==> config.mk <==
export PLATFORM = sky130hd
export DESIGN_NAME = dsp_job_sequencer
export DESIGN_NICKNAME = d
export VERILOG_FILES = /design/src/rtl/dsp_job_sequencer_pkg.sv /design/src/rtl/lat_counter.sv /design/src/rtl/dsp_job_sequencer.sv
export SDC_FILE = /design/constraint.sdc
export NUM_CORES = 1
export LEC_CHECK = 0
export ABC_AREA = 1
export BUFFER_PORTS_ARGS = -buffer_cell sky130_fd_sc_hd__buf_2
export CORE_UTILIZATION = 36
export CTS_BUF_LIST = sky130_fd_sc_hd__clkbuf_8
export CTS_CLUSTER_DIAMETER = 50
export DETAILED_ROUTE_END_ITERATION = 10
export GPL_TIMING_DRIVEN = 1
export SLEW_MARGIN = 20
export SYNTH_ARGS = -nofsm -noshare
export SYNTH_HDL_FRONTEND = slang
export SYNTH_SLANG_ARGS = --single-unit
==> constraint.sdc <==
create_clock -name clock_100Mhz -period 2.3 [get_ports clock_100Mhz]
set_input_delay 0.23 -clock clock_100Mhz [delete_from_list [all_inputs] [get_ports clock_100Mhz]]
set_output_delay 0.23 -clock clock_100Mhz [all_outputs]
set_load 0.05 [all_outputs]
==> src/rtl/dsp_job_sequencer_pkg.sv <==
// rtl/dsp_job_sequencer_pkg.sv - shared state enum, operand field layout and result width
package dsp_job_sequencer_pkg;

  typedef enum logic [2:0] {
    IDLE,
    FETCH,
    ISSUE,
    WAIT_DSP,
    OFFER,
    PACE,
    DONE
  } state_t;

  // Operand word layout in mem_dout: A=[6:0], B=[14:7], C=[21:15]
  localparam int A_LSB  = 0;
  localparam int A_W    = 7;
  localparam int B_LSB  = 7;
  localparam int B_W    = 8;
  localparam int C_LSB  = 15;
  localparam int C_W    = 7;
  localparam int OPND_W = 22;
  localparam int RES_W  = 16;
  localparam int LAT_W  = 3;

endpackage

==> src/rtl/lat_counter.sv <==
// rtl/lat_counter.sv - loadable down-counter with a zero flag for fixed-latency waits
module lat_counter
#(
  parameter int W = 3
)
(
  input  logic         clock_100Mhz,
  input  logic         reset,
  input  logic         load,
  input  logic [W-1:0] load_val,
  input  logic         dec,
  output logic         zero
);

  logic [W-1:0] count;

  always_ff @(posedge clock_100Mhz or posedge reset) begin
    if (reset) begin
      count <= '0;
    end else if (load) begin
      count <= load_val;
    end else if (dec && count != '0) begin
      count <= count - W'(1);
    end
  end

  assign zero = (count == '0);

endmodule

==> src/rtl/dsp_job_sequencer.sv <==
// rtl/dsp_job_sequencer.sv - walks DEPTH operand entries through a multiply-add and
// offers each result with valid/ready, paced by step_en between entries
module dsp_job_sequencer
  import dsp_job_sequencer_pkg::*;
#(
  parameter int DEPTH   = 4,
  parameter int ADDR_W  = 2,
  parameter int MEM_LAT = 1,
  parameter int DSP_LAT = 3
)
(
  input  logic              clock_100Mhz,
  input  logic              reset,
  input  logic              start,
  input  logic              abort,
  input  logic              step_en,
  output logic              mem_en,
  output logic [ADDR_W-1:0] mem_addr,
  input  logic [23:0]       mem_dout,
  output logic [A_W-1:0]    dsp_a,
  output logic [B_W-1:0]    dsp_b,
  output logic [C_W-1:0]    dsp_c,
  input  logic [RES_W-1:0]  dsp_p,
  output logic              res_valid,
  input  logic              res_ready,
  output logic [RES_W-1:0]  res_data,
  output logic [ADDR_W-1:0] res_index,
  output logic              busy,
  output logic              done
);

  localparam logic [ADDR_W-1:0] LAST_IDX = ADDR_W'(DEPTH - 1);
  localparam logic [LAT_W-1:0]  MEM_LOAD = LAT_W'(MEM_LAT - 1);
  localparam logic [LAT_W-1:0]  DSP_LOAD = LAT_W'(DSP_LAT - 1);

  state_t              state;
  logic [ADDR_W-1:0]   index;
  logic [OPND_W-1:0]   operand;
  logic                mem_zero;
  logic                dsp_zero;
  logic                unused_mem_bits;

  // Counters sit preloaded outside their state, so each wait lasts exactly *_LAT cycles
  lat_counter #(.W(LAT_W)) u_mem_cnt (
    .clock_100Mhz (clock_100Mhz),
    .reset        (reset),
    .load         (state != FETCH),
    .load_val     (MEM_LOAD),
    .dec          (state == FETCH),
    .zero         (mem_zero)
  );

  lat_counter #(.W(LAT_W)) u_dsp_cnt (
    .clock_100Mhz (clock_100Mhz),
    .reset        (reset),
    .load         (state != WAIT_DSP),
    .load_val     (DSP_LOAD),
    .dec          (state == WAIT_DSP),
    .zero         (dsp_zero)
  );

  // The operand register drives the multiply-add directly, so operands change only on FETCH exit
  assign dsp_a = operand[A_LSB +: A_W];
  assign dsp_b = operand[B_LSB +: B_W];
  assign dsp_c = operand[C_LSB +: C_W];

  assign unused_mem_bits = ^mem_dout[23:OPND_W];

  always_ff @(posedge clock_100Mhz or posedge reset) begin
    if (reset) begin
      state     <= IDLE;
      index     <= '0;
      operand   <= '0;
      mem_en    <= 1'b0;
      mem_addr  <= '0;
      res_valid <= 1'b0;
      res_data  <= '0;
      res_index <= '0;
      busy      <= 1'b0;
      done      <= 1'b0;
    end else begin
      done <= 1'b0;
      if (abort) begin
        state     <= IDLE;
        mem_en    <= 1'b0;
        res_valid <= 1'b0;
        busy      <= 1'b0;
      end else begin
        case (state)
          IDLE: begin
            if (start) begin
              state    <= FETCH;
              index    <= '0;
              mem_en   <= 1'b1;
              mem_addr <= '0;
              busy     <= 1'b1;
            end
          end
          FETCH: begin
            if (mem_zero) begin
              operand <= mem_dout[OPND_W-1:0];
              mem_en  <= 1'b0;
              state   <= ISSUE;
            end
          end
          ISSUE: begin
            state <= WAIT_DSP;
          end
          WAIT_DSP: begin
            if (dsp_zero) begin
              res_data  <= dsp_p;
              res_index <= index;
              res_valid <= 1'b1;
              state     <= OFFER;
            end
          end
          OFFER: begin
            if (res_ready) begin
              res_valid <= 1'b0;
              if (index == LAST_IDX) begin
                state <= DONE;
                done  <= 1'b1;
              end else begin
                index <= index + ADDR_W'(1);
                state <= PACE;
              end
            end
          end
          PACE: begin
            if (step_en) begin
              state    <= FETCH;
              mem_en   <= 1'b1;
              mem_addr <= index;
            end
          end
          DONE: begin
            state <= IDLE;
            busy  <= 1'b0;
          end
          default: begin
            state <= IDLE;
          end
        endcase
      end
    end
  end

endmodule

# Yosys cells after proc, flatten, opt, wreduce, memory -nomap -nowiden
# Cells that the tools add are included.
[op_classes] add_sub_neg=3 n_eq_ne=18 mux=33 n_bitwise=1 reduce_logical=22
[op_table] op="3-bit 2-to-1 mux" n=10
[op_table] op="3-bit case mux with 6 select lines" n=1
[op_table] op="3-bit != test, second input constant" n=5
[op_table] op="1-bit 2-to-1 mux" n=12
[op_table] op="3-bit nonzero test" n=4
[op_table] op="2-bit 2-to-1 mux" n=5
[op_table] op="5-bit AND reduction" n=2
[op_table] op="3-bit == test, second input constant" n=3
[op_table] op="3-bit zero test" n=3
[op_table] op="3-bit AND reduction" n=3
[op_table] op="2-bit != test, second input constant" n=4
[op_table] op="2-bit case mux with 2 select lines" n=2
[op_table] op="4-bit AND reduction" n=2
[op_table] op="2-bit nonzero test" n=4
[op_table] op="3-bit by 2-bit == test with 1-bit output, second input constant" n=2
[op_table] op="3-bit by 1-bit subtractor with 3-bit output, second input constant" n=2
[op_table] op="1-bit case mux with 2 select lines" n=2
[op_table] op="4-bit nonzero test" n=1
[op_table] op="3-bit by 1-bit == test with 1-bit output, second input constant" n=1
[op_table] op="3-bit by 1-bit != test with 1-bit output, second input constant" n=1
[op_table] op="3-bit by 2-bit != test with 1-bit output, second input constant" n=1
[op_table] op="1-bit case mux with 3 select lines" n=1
[op_table] op="2-bit by 1-bit adder with 2-bit output, second input constant" n=1
[op_table] op="2-bit == test, second input constant" n=1
[op_table] op="other kinds (3)" n=4
[totals] reg_bits=57 in_bits=46

# Longest topological paths before layout
[logic_depth] word_depth=5 ltp_mapped=10

# Modules after synthesis
# A second synthesis with hierarchy kept.
[hier_totals] hier_cells=331 area_unflattened_um2=2847.7
[by_module_without_submodules] mod="dsp_job_sequencer" instances=1 cells_per_inst=275 area_each_um2=2454.9 seq_area_each_um2=1276.2
[by_module_without_submodules] mod="lat_counter" instances=2 cells_per_inst=28 area_each_um2=196.4 seq_area_each_um2=75.1

# Worst setup path before layout
# Ideal clock, no wire load.
[synth_path] kind="register to register" from="reg u_dsp_cnt.count[0]" to="reg state[1]" arrival_ps=1252 required_time_ps=2182 slack_ps=930 path_stages_with_launch=10 path_buffers=0 period_less_slack_ps=1370 cell_sequence="dfrtp_1 > inv_1 > ha_1 > ha_1 > nor2_1 > nand3_1 > nand2_1 > nor2_1 > nand3_1 > nand2_1"
[synth_between] elab_chain_len=3
[synth_rtl] item="start: declaration" line_no="lat_counter.sv:15" source="logic [W-1:0] count;"
[synth_rtl] item="start signal: assignment" line_no="lat_counter.sv:21" source="count <= load_val;"
[synth_rtl] item="start signal: assignment" line_no="lat_counter.sv:23" source="count <= count - W'(1);"
[synth_rtl] item="3-bit zero test" line_no="lat_counter.sv:27" source="assign zero = (count == '0);"
[synth_rtl] item="3-bit != test (no source line)"
[synth_rtl] item="5-bit AND reduction (no source line)"
[synth_rtl] item="end signal: assignment" line_no="dsp_job_sequencer.sv:71" source="state <= IDLE;"
[synth_rtl] item="end signal: assignment" line_no="dsp_job_sequencer.sv:84" source="state <= IDLE;"
[synth_rtl] item="end signal: assignment" line_no="dsp_job_sequencer.sv:92" source="state <= FETCH;"
[synth_rtl] item="end: declaration" line_no="dsp_job_sequencer.sv:36" source="state_t state;"
# Every way passes these cells.
# A chain may end at the register's enable or synchronous reset.

# Worst setup path in the final report
[layout_path] from="reg u_mem_cnt.count[0]" to="reg operand[9]"
[layout_between] elab_chain_len=2
[layout_rtl] item="start: declaration" line_no="lat_counter.sv:15"
[layout_rtl] item="start signal: assignment" line_no="lat_counter.sv:21"
[layout_rtl] item="start signal: assignment" line_no="lat_counter.sv:23"
[layout_rtl] item="3-bit zero test" line_no="lat_counter.sv:27"
[layout_rtl] item="3-bit AND reduction (no source line)"
[layout_rtl] item="end signal: assignment" line_no="dsp_job_sequencer.sv:101" source="operand <= mem_dout[OPND_W-1:0];"
[layout_rtl] item="end: declaration" line_no="dsp_job_sequencer.sv:38" source="logic [OPND_W-1:0] operand;"
# Every way passes these cells.

==> impl_metrics.env <==
export IMPL_outcome="complete, no violations"
export IMPL_r2r_slack_ns=0.66
export IMPL_drcViolationCount=0
export IMPL_final_max_slew_viol_count=0
export IMPL_initial_core_util=0.379
export IMPL_fin_skew_ns=0.00868
export IMPL_ant_nets=0
export IMPL_area_delta_synth_final_pct=27.7
export IMPL_fin_crit_sh=0.714
export IMPL_fillers=739
export IMPL_globalplace_congestion=0.888
export IMPL_drt_vias_per_instance=4.48
export IMPL_yosys_top_cells_count="93 x nand2_1, 57 x dfrtp_1, 41 x inv_1"
export IMPL_drtIter0Drc=122
export IMPL_cts_sinks=57
export IMPL_startpoint_type="register"
export IMPL_setup_viol=0
export IMPL_cts_buffer_depth=2
export IMPL_critPathArrivalTime_ns=1.84
export IMPL_max_slew_worst_pin_slew_ns=0.632
export IMPL_finalNonFillerCells=505
export IMPL_leakage_nw=1.96
export IMPL_hold_path_class="in2reg"
export IMPL_rows=30
export IMPL_dr_pass1_iters=4
export IMPL_rsz0062_at_grt="false"
export IMPL_critPathRequiredTime_ns=2.50
export IMPL_cts_made_buffers=9
export IMPL_timing_setup_tns_ns=0
export IMPL_synthCells=312
export IMPL_final_hold_violation_count=0
export IMPL_async_flop_share=1.00
export IMPL_antenna_found_initial=0
export IMPL_power_density_mw_per_mm2=1200
export IMPL_diodes=0
export IMPL_ctsResizeCount=0
export IMPL_cp_max_fo=44
export IMPL_yosysMostFrequentCell="nand2_1"
export IMPL_critical_path_class="reg2reg"
export IMPL_maxCapViolCount=0
export IMPL_clk_latency_ns=0.33
export IMPL_syn_area_mm2=0.00262
export IMPL_wirelength_um=5680
export IMPL_seq_area_frac_synth=0.545
export IMPL_synth_edf_count=0
export IMPL_placed_cell_area_mm2=0.00314
export IMPL_root_buffer="clkbuf_8"
export IMPL_cts_clk_slew_worst_paths_ns=0.07
export IMPL_track_usage=0.158
export IMPL_final_min_clock_period_ns=1.64
export IMPL_grt_max_degree=45
export IMPL_ctsHtreeMaxLevel=3
export IMPL_stdcell_area_mm2=0.00334
export IMPL_synth_top_flop_cell="dfrtp_1"
export IMPL_grt_pass1_vias=1895
export IMPL_hpwl_um=4180
export IMPL_synth_area_leader_cell="dfrtp_1"
export IMPL_die_area_mm2=0.00761
export IMPL_syn_nets=363
export IMPL_grt_pass1_wl_um=9000
export IMPL_fin_nets=455
export IMPL_wl_per_cell_um=11.2
export IMPL_clock_fmax_ghz=0.609
export IMPL_vias=2260
export IMPL_core_area_mm2=0.00691
export IMPL_drive_gt1_frac=0.289
export IMPL_ys_top_cells_by_area="dfrtp_1 55%, nand2_1 13%, nand3_1 6.1%"
export IMPL_ios=92
export IMPL_die_h_um=87.2
export IMPL_die_x_um=87.2
export IMPL_dp_cells=488
export IMPL_critPathCaptureType="register"
export IMPL_cts_tree="done"
export IMPL_synth_top_cell_area_share=0.545
export IMPL_yosys_register_bits=57
export IMPL_relSlewSlack=0.578
export IMPL_gr_total_overflow=0
export IMPL_io_buffers=89
export IMPL_synth_area_per_cell_um2=8.38
export IMPL_ys_warn_count=0
export IMPL_peakVddDrop_uv=532
export IMPL_yosysUniqueCellTypes=22
==> power breakdown <==
group          internal [mW]  total [mW]  switching, mW  leakage (nW)
registers               1.25        1.42          0.162         0.755
clock network          0.514       0.898          0.384         0.110
logic                  0.398        1.69           1.30          1.09
==> worst max-delay path: stages (launching register included) <==
cell     delay (ns)
dfrtp_1        0.35
inv_1          0.10
ha_1           0.17
ha_1           0.25
nand3_4        0.39
nand2_1        0.18
o21ai_1        0.08
==> metrics by stage <==
step	power (mW)	utilization	setup WS, ns	hold WS (ns)
after floorplan	2.75	-	0.670	0.345
after global placement	3.12	0.455	0.706	0.345
after detailed placement	3.14	0.455	0.647	0.354
after CTS	4.06	0.483	0.646	0.109
after global routing	4.27	0.483	0.460	0.108
final	4.01	0.483	0.659	0.126
==> layout by cell type, fill, tap and decap left out <==
| cell type | n |
|---|---|
| a21oi_1 | 2 |
| a22oi_1 | 1 |
| buf_12 | 1 |
| buf_2 | 89 |
| buf_4 | 2 |
| bufinv_16 | 1 |
| clkbuf_8 | 10 |
| clkinv_2 | 2 |
| dfrtp_1 | 57 |
| dlygate4sd3_1 | 1 |
| ha_1 | 5 |
| inv_1 | 43 |
| inv_2 | 6 |
| nand2_1 | 93 |
| nand2_2 | 1 |
| nand2_4 | 1 |
| nand3_1 | 32 |
| nand3_2 | 1 |
| nand3_4 | 1 |
| nand4_1 | 3 |
| nor2_1 | 20 |
| nor2_4 | 3 |
| o211a_1 | 1 |
| o21ai_0 | 2 |
| o21ai_1 | 29 |
| o22ai_1 | 2 |
==> area by class of cell <==
class / count / area [um2] / share of cell area
sequential: 57 / 1430 / 0.427
multi-input combinational: 197 / 940 / 0.281
timing repair buffer: 93 / 490 / 0.147
inverter: 46 / 173 / 0.0517
clock buffer: 10 / 138 / 0.0412
tap: 96 / 120 / 0.0360
clock inverter: 6 / 51.3 / 0.0154
==> flip-flops by register name, indices dropped and copies added (netlist names), 2 cells and up <==
signal	count
index	2
operand	22
res_index	2
res_data	16
u_mem_cnt.count	3
mem_addr	2
state	3
u_dsp_cnt.count	3
==> cell families (layout without fill, tap and decap cells) <==
logic type | Yosys count | after routing | share of synthesized area
DFF | 57 | 57 | 0.545
adders and majority gates | 5 | 5 | 0.0239
buffers and inverters | 58 | 155 | 0.0952
and+or+nand+nor | 155 | 155 | 0.261
AOI/OAI and AO/OA | 37 | 37 | 0.0746
==> final timing paths <==
path,start,endpoint,depth (start not counted)
hold / removal,mem_dout[12],operand[12]$_DFFE_PP0P_,3
min in group asynchronous,reset,res_data[0]$_DFFE_PP0P_,3
setup reg to reg,u_mem_cnt.count[0]$_DFFE_PP0P_,operand[9]$_DFFE_PP0P_,6
max in group asynchronous,reset,operand[3]$_DFFE_PP0P_,4
hold reg to reg,res_data[0]$_DFFE_PP0P_,res_data[0]$_DFFE_PP0P_,2
setup / recovery,u_mem_cnt.count[0]$_DFFE_PP0P_,operand[9]$_DFFE_PP0P_,6
==> layer usage <==
metal | GRT usage | part of all wire | wire [um] | vias to the layer above
met3 | 0.0398 | 0.034 | 192 | 7
met2 | 0.256 | 0.49 | 2810 | 52
met1 | 0.200 | 0.46 | 2590 | 1038
met5 | 0 | 0 | 0 | -
li1 | - | - | - | 1163
met4 | 0.0715 | 0.014 | 82 | 0
==> timing repair <==
action | in CTS | in global routing
endpoints found under the hold margin | 15 | 0
hold buffers | 1 | 0
setup buffers | 0 | 0
Power figures use the tool's default switching activity.
